`config.mk`:
```
export PLATFORM = sky130hd
export DESIGN_NAME = game_flow_ctrl
export DESIGN_NICKNAME = d
export VERILOG_FILES = /design/src/rtl/game_flow_ctrl.sv
export SDC_FILE = /design/constraint.sdc
export NUM_CORES = 1
export LEC_CHECK = 0
export ABC_AREA = 1
export CORE_MARGIN = 3
export CORE_UTILIZATION = 56
export DETAILED_ROUTE_END_ITERATION = 8
export MAX_ROUTING_LAYER = met4
export PLACE_DENSITY = 0.84
export SLEW_MARGIN = 20
export SYNTH_ARGS = -nofsm -noshare
export SYNTH_HDL_FRONTEND = slang
export SYNTH_SLANG_ARGS = --single-unit
export TNS_END_PERCENT = 30
```
`constraint.sdc`:
```
create_clock -name clk10 -period 3.08 [get_ports clk10]
set_input_delay 0.308 -clock clk10 [delete_from_list [all_inputs] [get_ports clk10]]
set_output_delay 0.308 -clock clk10 [all_outputs]
set_load 0.05 [all_outputs]
```
`src/rtl/game_flow_ctrl.sv`:
```
// ---------------------------------------------------------------------------
// game_flow_ctrl
// Top-level game sequencer for the Flappy Bird datapath, clocked on the 10 Hz
// game tick. It walks IDLE -> PLAY -> HIT -> OVER -> IDLE, drives the tube
// scroller's clear/freeze inputs, gates bird physics, picks the scroll speed
// from the running score and remembers the best score since reset.
//
// Ports:
//   clk10      in   game tick clock, all logic on posedge
//   clr        in   asynchronous active-low reset
//   btn        in   flap/start button level (already synchronous to clk10)
//   collision  in   bird overlaps a tube or the ground
//   score      in   running score from the tube scroller (8 bit)
//   state      out  00 IDLE, 01 PLAY, 10 HIT, 11 OVER
//   tube_clr   out  active-low clear to the tube scroller
//   game_end   out  freezes the tube scroller when high
//   bird_en    out  enables bird physics
//   speed_lvl  out  scroll speed select, 0..MAX_SPEED
//   high_score out  best score since reset
// ---------------------------------------------------------------------------
module game_flow_ctrl #(
    parameter int HIT_TICKS  = 10,
    parameter int SPEED_STEP = 10,
    parameter int MAX_SPEED  = 3
) (
    input  logic       clk10,
    input  logic       clr,
    input  logic       btn,
    input  logic       collision,
    input  logic [7:0] score,
    output logic [1:0] state,
    output logic       tube_clr,
    output logic       game_end,
    output logic       bird_en,
    output logic [1:0] speed_lvl,
    output logic [7:0] high_score
);

    typedef enum logic [1:0] {
        ST_IDLE = 2'b00,
        ST_PLAY = 2'b01,
        ST_HIT  = 2'b10,
        ST_OVER = 2'b11
    } state_t;

    localparam logic [7:0] HIT_LAST  = 8'(HIT_TICKS - 1);
    localparam logic [1:0] SPEED_MAX = 2'(MAX_SPEED);
    localparam logic [9:0] STEP_W    = 10'(SPEED_STEP);

    // Score needed to leave speed level lvl; 10 bits so 3*step cannot wrap.
    function automatic logic [9:0] speed_threshold(input logic [1:0] lvl);
        return STEP_W * ({8'd0, lvl} + 10'd1);
    endfunction

    state_t     state_r;
    state_t     state_nxt_s;
    logic       btn_q_r;
    logic       press_s;
    logic [7:0] hit_cnt_r;
    logic [7:0] hit_cnt_nxt_s;
    logic [1:0] speed_r;
    logic [1:0] speed_nxt_s;
    logic [7:0] high_r;
    logic [7:0] high_nxt_s;
    logic       tube_clr_r;
    logic       tube_clr_nxt_s;
    logic       game_end_r;
    logic       game_end_nxt_s;
    logic       bird_en_r;
    logic       bird_en_nxt_s;

    // A held button produces exactly one press on its rising edge.
    assign press_s = btn & ~btn_q_r;

    // Next-state, hit timer and high-score update.
    always_comb begin
        state_nxt_s   = state_r;
        hit_cnt_nxt_s = 8'd0;
        high_nxt_s    = high_r;
        case (state_r)
            ST_IDLE: begin
                if (press_s) begin
                    state_nxt_s = ST_PLAY;
                end else begin
                    state_nxt_s = ST_IDLE;
                end
            end
            ST_PLAY: begin
                // Collision wins over a simultaneous press; a press alone is a
                // flap and is handled by the bird block.
                if (collision) begin
                    state_nxt_s = ST_HIT;
                    if (score > high_r) begin
                        high_nxt_s = score;
                    end else begin
                        high_nxt_s = high_r;
                    end
                end else begin
                    state_nxt_s = ST_PLAY;
                end
            end
            ST_HIT: begin
                // Inputs are ignored while the bird falls.
                if (hit_cnt_r == HIT_LAST) begin
                    state_nxt_s   = ST_OVER;
                    hit_cnt_nxt_s = 8'd0;
                end else begin
                    state_nxt_s   = ST_HIT;
                    hit_cnt_nxt_s = hit_cnt_r + 8'd1;
                end
            end
            ST_OVER: begin
                if (press_s) begin
                    state_nxt_s = ST_IDLE;
                end else begin
                    state_nxt_s = ST_OVER;
                end
            end
            default: begin
                state_nxt_s = ST_IDLE;
            end
        endcase
    end

    // Speed level: one step per tick while playing, zero whenever idle.
    always_comb begin
        speed_nxt_s = speed_r;
        if (state_nxt_s == ST_IDLE) begin
            speed_nxt_s = 2'd0;
        end else if ((state_r == ST_PLAY) && (speed_r < SPEED_MAX) &&
                     ({2'b00, score} >= speed_threshold(speed_r))) begin
            speed_nxt_s = speed_r + 2'd1;
        end else begin
            speed_nxt_s = speed_r;
        end
    end

    // Moore output decode of the upcoming state, so the outputs can be
    // registered alongside the state and still change on the same edge.
    always_comb begin
        tube_clr_nxt_s = 1'b0;
        game_end_nxt_s = 1'b1;
        bird_en_nxt_s  = 1'b0;
        case (state_nxt_s)
            ST_IDLE: begin
                tube_clr_nxt_s = 1'b0;
                game_end_nxt_s = 1'b1;
                bird_en_nxt_s  = 1'b0;
            end
            ST_PLAY: begin
                tube_clr_nxt_s = 1'b1;
                game_end_nxt_s = 1'b0;
                bird_en_nxt_s  = 1'b1;
            end
            ST_HIT: begin
                tube_clr_nxt_s = 1'b1;
                game_end_nxt_s = 1'b1;
                bird_en_nxt_s  = 1'b1;
            end
            ST_OVER: begin
                // Tubes stay on screen, bird physics stops.
                tube_clr_nxt_s = 1'b1;
                game_end_nxt_s = 1'b1;
                bird_en_nxt_s  = 1'b0;
            end
            default: begin
                tube_clr_nxt_s = 1'b0;
                game_end_nxt_s = 1'b1;
                bird_en_nxt_s  = 1'b0;
            end
        endcase
    end

    // State, counters and registered outputs; clr forces the IDLE picture.
    always_ff @(posedge clk10 or negedge clr) begin
        if (!clr) begin
            state_r    <= ST_IDLE;
            btn_q_r    <= 1'b0;
            hit_cnt_r  <= 8'd0;
            speed_r    <= 2'd0;
            high_r     <= 8'd0;
            tube_clr_r <= 1'b0;
            game_end_r <= 1'b1;
            bird_en_r  <= 1'b0;
        end else begin
            state_r    <= state_nxt_s;
            btn_q_r    <= btn;
            hit_cnt_r  <= hit_cnt_nxt_s;
            speed_r    <= speed_nxt_s;
            high_r     <= high_nxt_s;
            tube_clr_r <= tube_clr_nxt_s;
            game_end_r <= game_end_nxt_s;
            bird_en_r  <= bird_en_nxt_s;
        end
    end

    assign state      = state_r;
    assign tube_clr   = tube_clr_r;
    assign game_end   = game_end_r;
    assign bird_en    = bird_en_r;
    assign speed_lvl  = speed_r;
    assign high_score = high_r;

endmodule

```
==> impl_metrics.csv <==
group,metric,value,unit
global_routing,grt_usage,22.0,%
logic_synthesis,yosys-mux-area-fraction,0,%
routing,drtIter0Drc,35,
routing,drt-wirelength-per-cell,13.5,um
floorplan,io_pins,27,
global_routing,overflow,0,
final_layout,insertedDiodeCount,0,
placed_design,gp_congestion,0.834,
floorplan,start_util,60.2,%
final_layout,final_nets,246,
global_routing,grt_max_degree,25,
logic_synthesis,yosys_warnings,0,
logic_synthesis,yosys_register_bits,24,
critical_path,path_max_fanout,5,
global_routing,grt_pass1_vias,1276,
min_path,hold_class,"primary input to flop",
final_layout,final_layout_size_suffix_gt1_share,8.49,%
pwr,ir_worst_vdd,741,uV
routing,detail-route-antenna-nets,0,
logic_synthesis,synth_xor_xnor_area_share,1.15,%
final_layout,n_fill_cell,207,
logic_synthesis,synth_top_family_by_area,"simple AND/OR/NAND/NOR gates",
floorplan,die_y,58.1,um
floorplan,row_count,18,
pwr,p_leak,0.951,nW
pwr,total_power,1.74,mW
routing,vias,1250,
placed_design,port_buffers,26,
sta,finClkSkew,0.00228,ns
clock_tree,clockBufferDepth,2,
clock_tree,cts_hold_buf,0,
clock_tree,cts_max_level,1,
global_routing,grt_pass1_wl,5570,um
pwr,power.density,927,mW/mm^2
critical_path,crit_type,"flop to flop",
global_routing,antenna_found_initial,0,
floorplan,dieArea,0.00337,mm^2
sta,post-route-period-util,64.4,%
placed_design,dpl.hpwl,2540,um
critical_path,worstPathRequired,3.31,ns
clock_tree,clockRootBuffer,"clkbuf_4",
critical_path,cp.arrival,2.21,ns
routing,vias_per_cell,5.17,
clock_tree,clkSinkCount,24,
logic_synthesis,ys_seq_area_share,39.7,%
sta,rsz0062_at_grt,"false",
critical_path,crit_path_end_kind,"flop",
sta,setup_tns,0,ns
routing,wl,3280,um
sta,setup_viol,0,
logic_synthesis,yosysUniqueCellTypes,26,
logic_synthesis,synthCells,181,
sta,relSlewSlack,64.2,%
final_layout,area_growth,23.4,%
run,cap_viol_max_count,0,
sta,min_period,1.98,ns
clock_tree,clk_pin_slew_worst_paths,0.14,ns
logic_synthesis,synthSimpleGateAreaFrac,29.1,%
sta,fmax,504,MHz
sta,hold_viol,0,
clock_tree,cts_tree,"built",
logic_synthesis,synth.avg_cell_area,8.39,um^2
logic_synthesis,synth.cell_area,0.00152,mm^2
sta,slew_viol_final,0,
critical_path,start_kind,"flop",
logic_synthesis,synth-adder-area-share,17.3,%
routing,drc,0,
clock_tree,post_cts_resized,0,
sta,max_slew.worst_pin.slew,0.537,ns
logic_synthesis,synth_compound_area_share,5.03,%
clock_tree,cts_buffers,3,
floorplan,die_x,58.1,um
routing,first_pass_iters,4,
critical_path,r2r_setup_slack,1.10,ns
logic_synthesis,syn_nets,214,
floorplan,coreArea,0.00252,mm^2
clock_tree,clk-insertion-delay-late,0.32,ns
outcome,status,"finished clean",
clock_tree,post_cts_buffers,0,
state kept, by name (all words and copies together), names as in the netlist:
signal / cells
game_end: 1
state: 2
hit_cnt_r: 8
bird_en: 1
high_score: 8
tube_clr: 1
btn_q_r: 1
speed_lvl: 2
final timing paths:
path | cells after the start | end | from
max | 12 | speed_lvl[1]$_DFFE_PN0P_ | speed_lvl[1]$_DFFE_PN0P_
max reg2reg | 12 | speed_lvl[1]$_DFFE_PN0P_ | speed_lvl[1]$_DFFE_PN0P_
min reg2reg | 2 | high_score[3]$_DFFE_PN0P_ | high_score[3]$_DFFE_PN0P_
min | 1 | btn_q_r$_DFF_PN0_ | btn
min in group asynchronous | 2 | high_score[5]$_DFFE_PN0P_ | clr
max in group asynchronous | 2 | game_end$_DFF_PN1_ | clr
per-layer routing:
metal,up-vias,share of wire [%],global-route usage (%)
met3,8,3.1,2.45
met4,0,2.3,8.94
li1,636,-,-
met5,-,0,-
met1,580,46,27.3
met2,26,48,36.5
synth_stat cells, drive strengths merged:
cell type | count | area share (%)
dfstp | 1 | 1.7
nand4 | 3 | 1.2
nor2 | 18 | 5.3
a31oi | 1 | 1.4
clkinv | 1 | 0.33
nand3 | 16 | 6.4
nand2 | 48 | 13
dfrtp | 23 | 38
ha | 21 | 17
o21ai | 2 | 0.66
or2 | 2 | 0.99
xor2 | 2 | 1.2
a21oi | 6 | 2.0
o21bai | 1 | 0.49
nor3 | 2 | 0.66
inv | 30 | 7.4
nor3b | 3 | 1.8
o21a | 1 | 0.49
cells in the final DEF (no fill, tap or decap), drive strengths merged, types with 2 or more instances in the layout:
cell type	count
or2	2
a21oi	6
xor2	2
dfrtp	23
nor3b	3
ha	21
nor3	2
o21ai	2
nand3	16
inv	30
nor2	18
clkdlybuf4s50	25
nand4	3
clkbuf	3
nand2	48
worst max-delay path: stages (launching register included):
cell     delay [ns]
dfrtp_1        0.45
inv_1          0.06
ha_1           0.33
inv_1          0.09
nand3_1        0.08
ha_1           0.30
nand2_1        0.06
nor2_1         0.12
nand2_1        0.07
nand3_1        0.12
nand2_1        0.09
nand3_1        0.08
nand2_1        0.05
through the flow:
stage                     area, um^2  utilization (%)  worst slack [ns]  hold WS, ns  cells
after global placement          1820             72.0              1.15        0.487    237
after CTS                       1870             74.1              1.10        0.432    241
after detailed placement        1820             72.0              1.12        0.499    237
after floorplan                 1520                -             0.978       0.0124    181
final                           1870             74.3              1.10        0.429    242
after global routing            1870             74.3             0.905        0.431    242
cell families (layout without fill, tap and decap cells):
group                    count (synthesis)  count (layout)
flip-flops                              24              24
AND/OR/NAND/NOR                         92              92
XOR/XNOR                                 2               2
buffers and inverters                   31              62
adder cells (fa/ha/maj)                 21              21
AO/OA/AOI/OAI                           11              11
report_power, final:
part           switching [mW]  total, mW  internal [mW]
clock                   0.104      0.235          0.132
combinational           0.641      0.979          0.338
sequential              0.104      0.523          0.419
total                   0.848       1.74          0.889
area by class of cell:
| cell class | count | area (um^2) | share of cell area, % |
|---|---|---|---|
| multi-input cells | 126 | 798 | 42.6 |
| flip-flops and latches | 24 | 602 | 32.1 |
| repair buffers | 27 | 265 | 14.2 |
| inverters | 31 | 118 | 6.28 |
| well taps | 30 | 37.5 | 2.00 |
| clock inverters | 1 | 30.0 | 1.60 |
| clock buffers | 3 | 22.5 | 1.20 |
No activity file was read; power rests on OpenSTA's default activity.
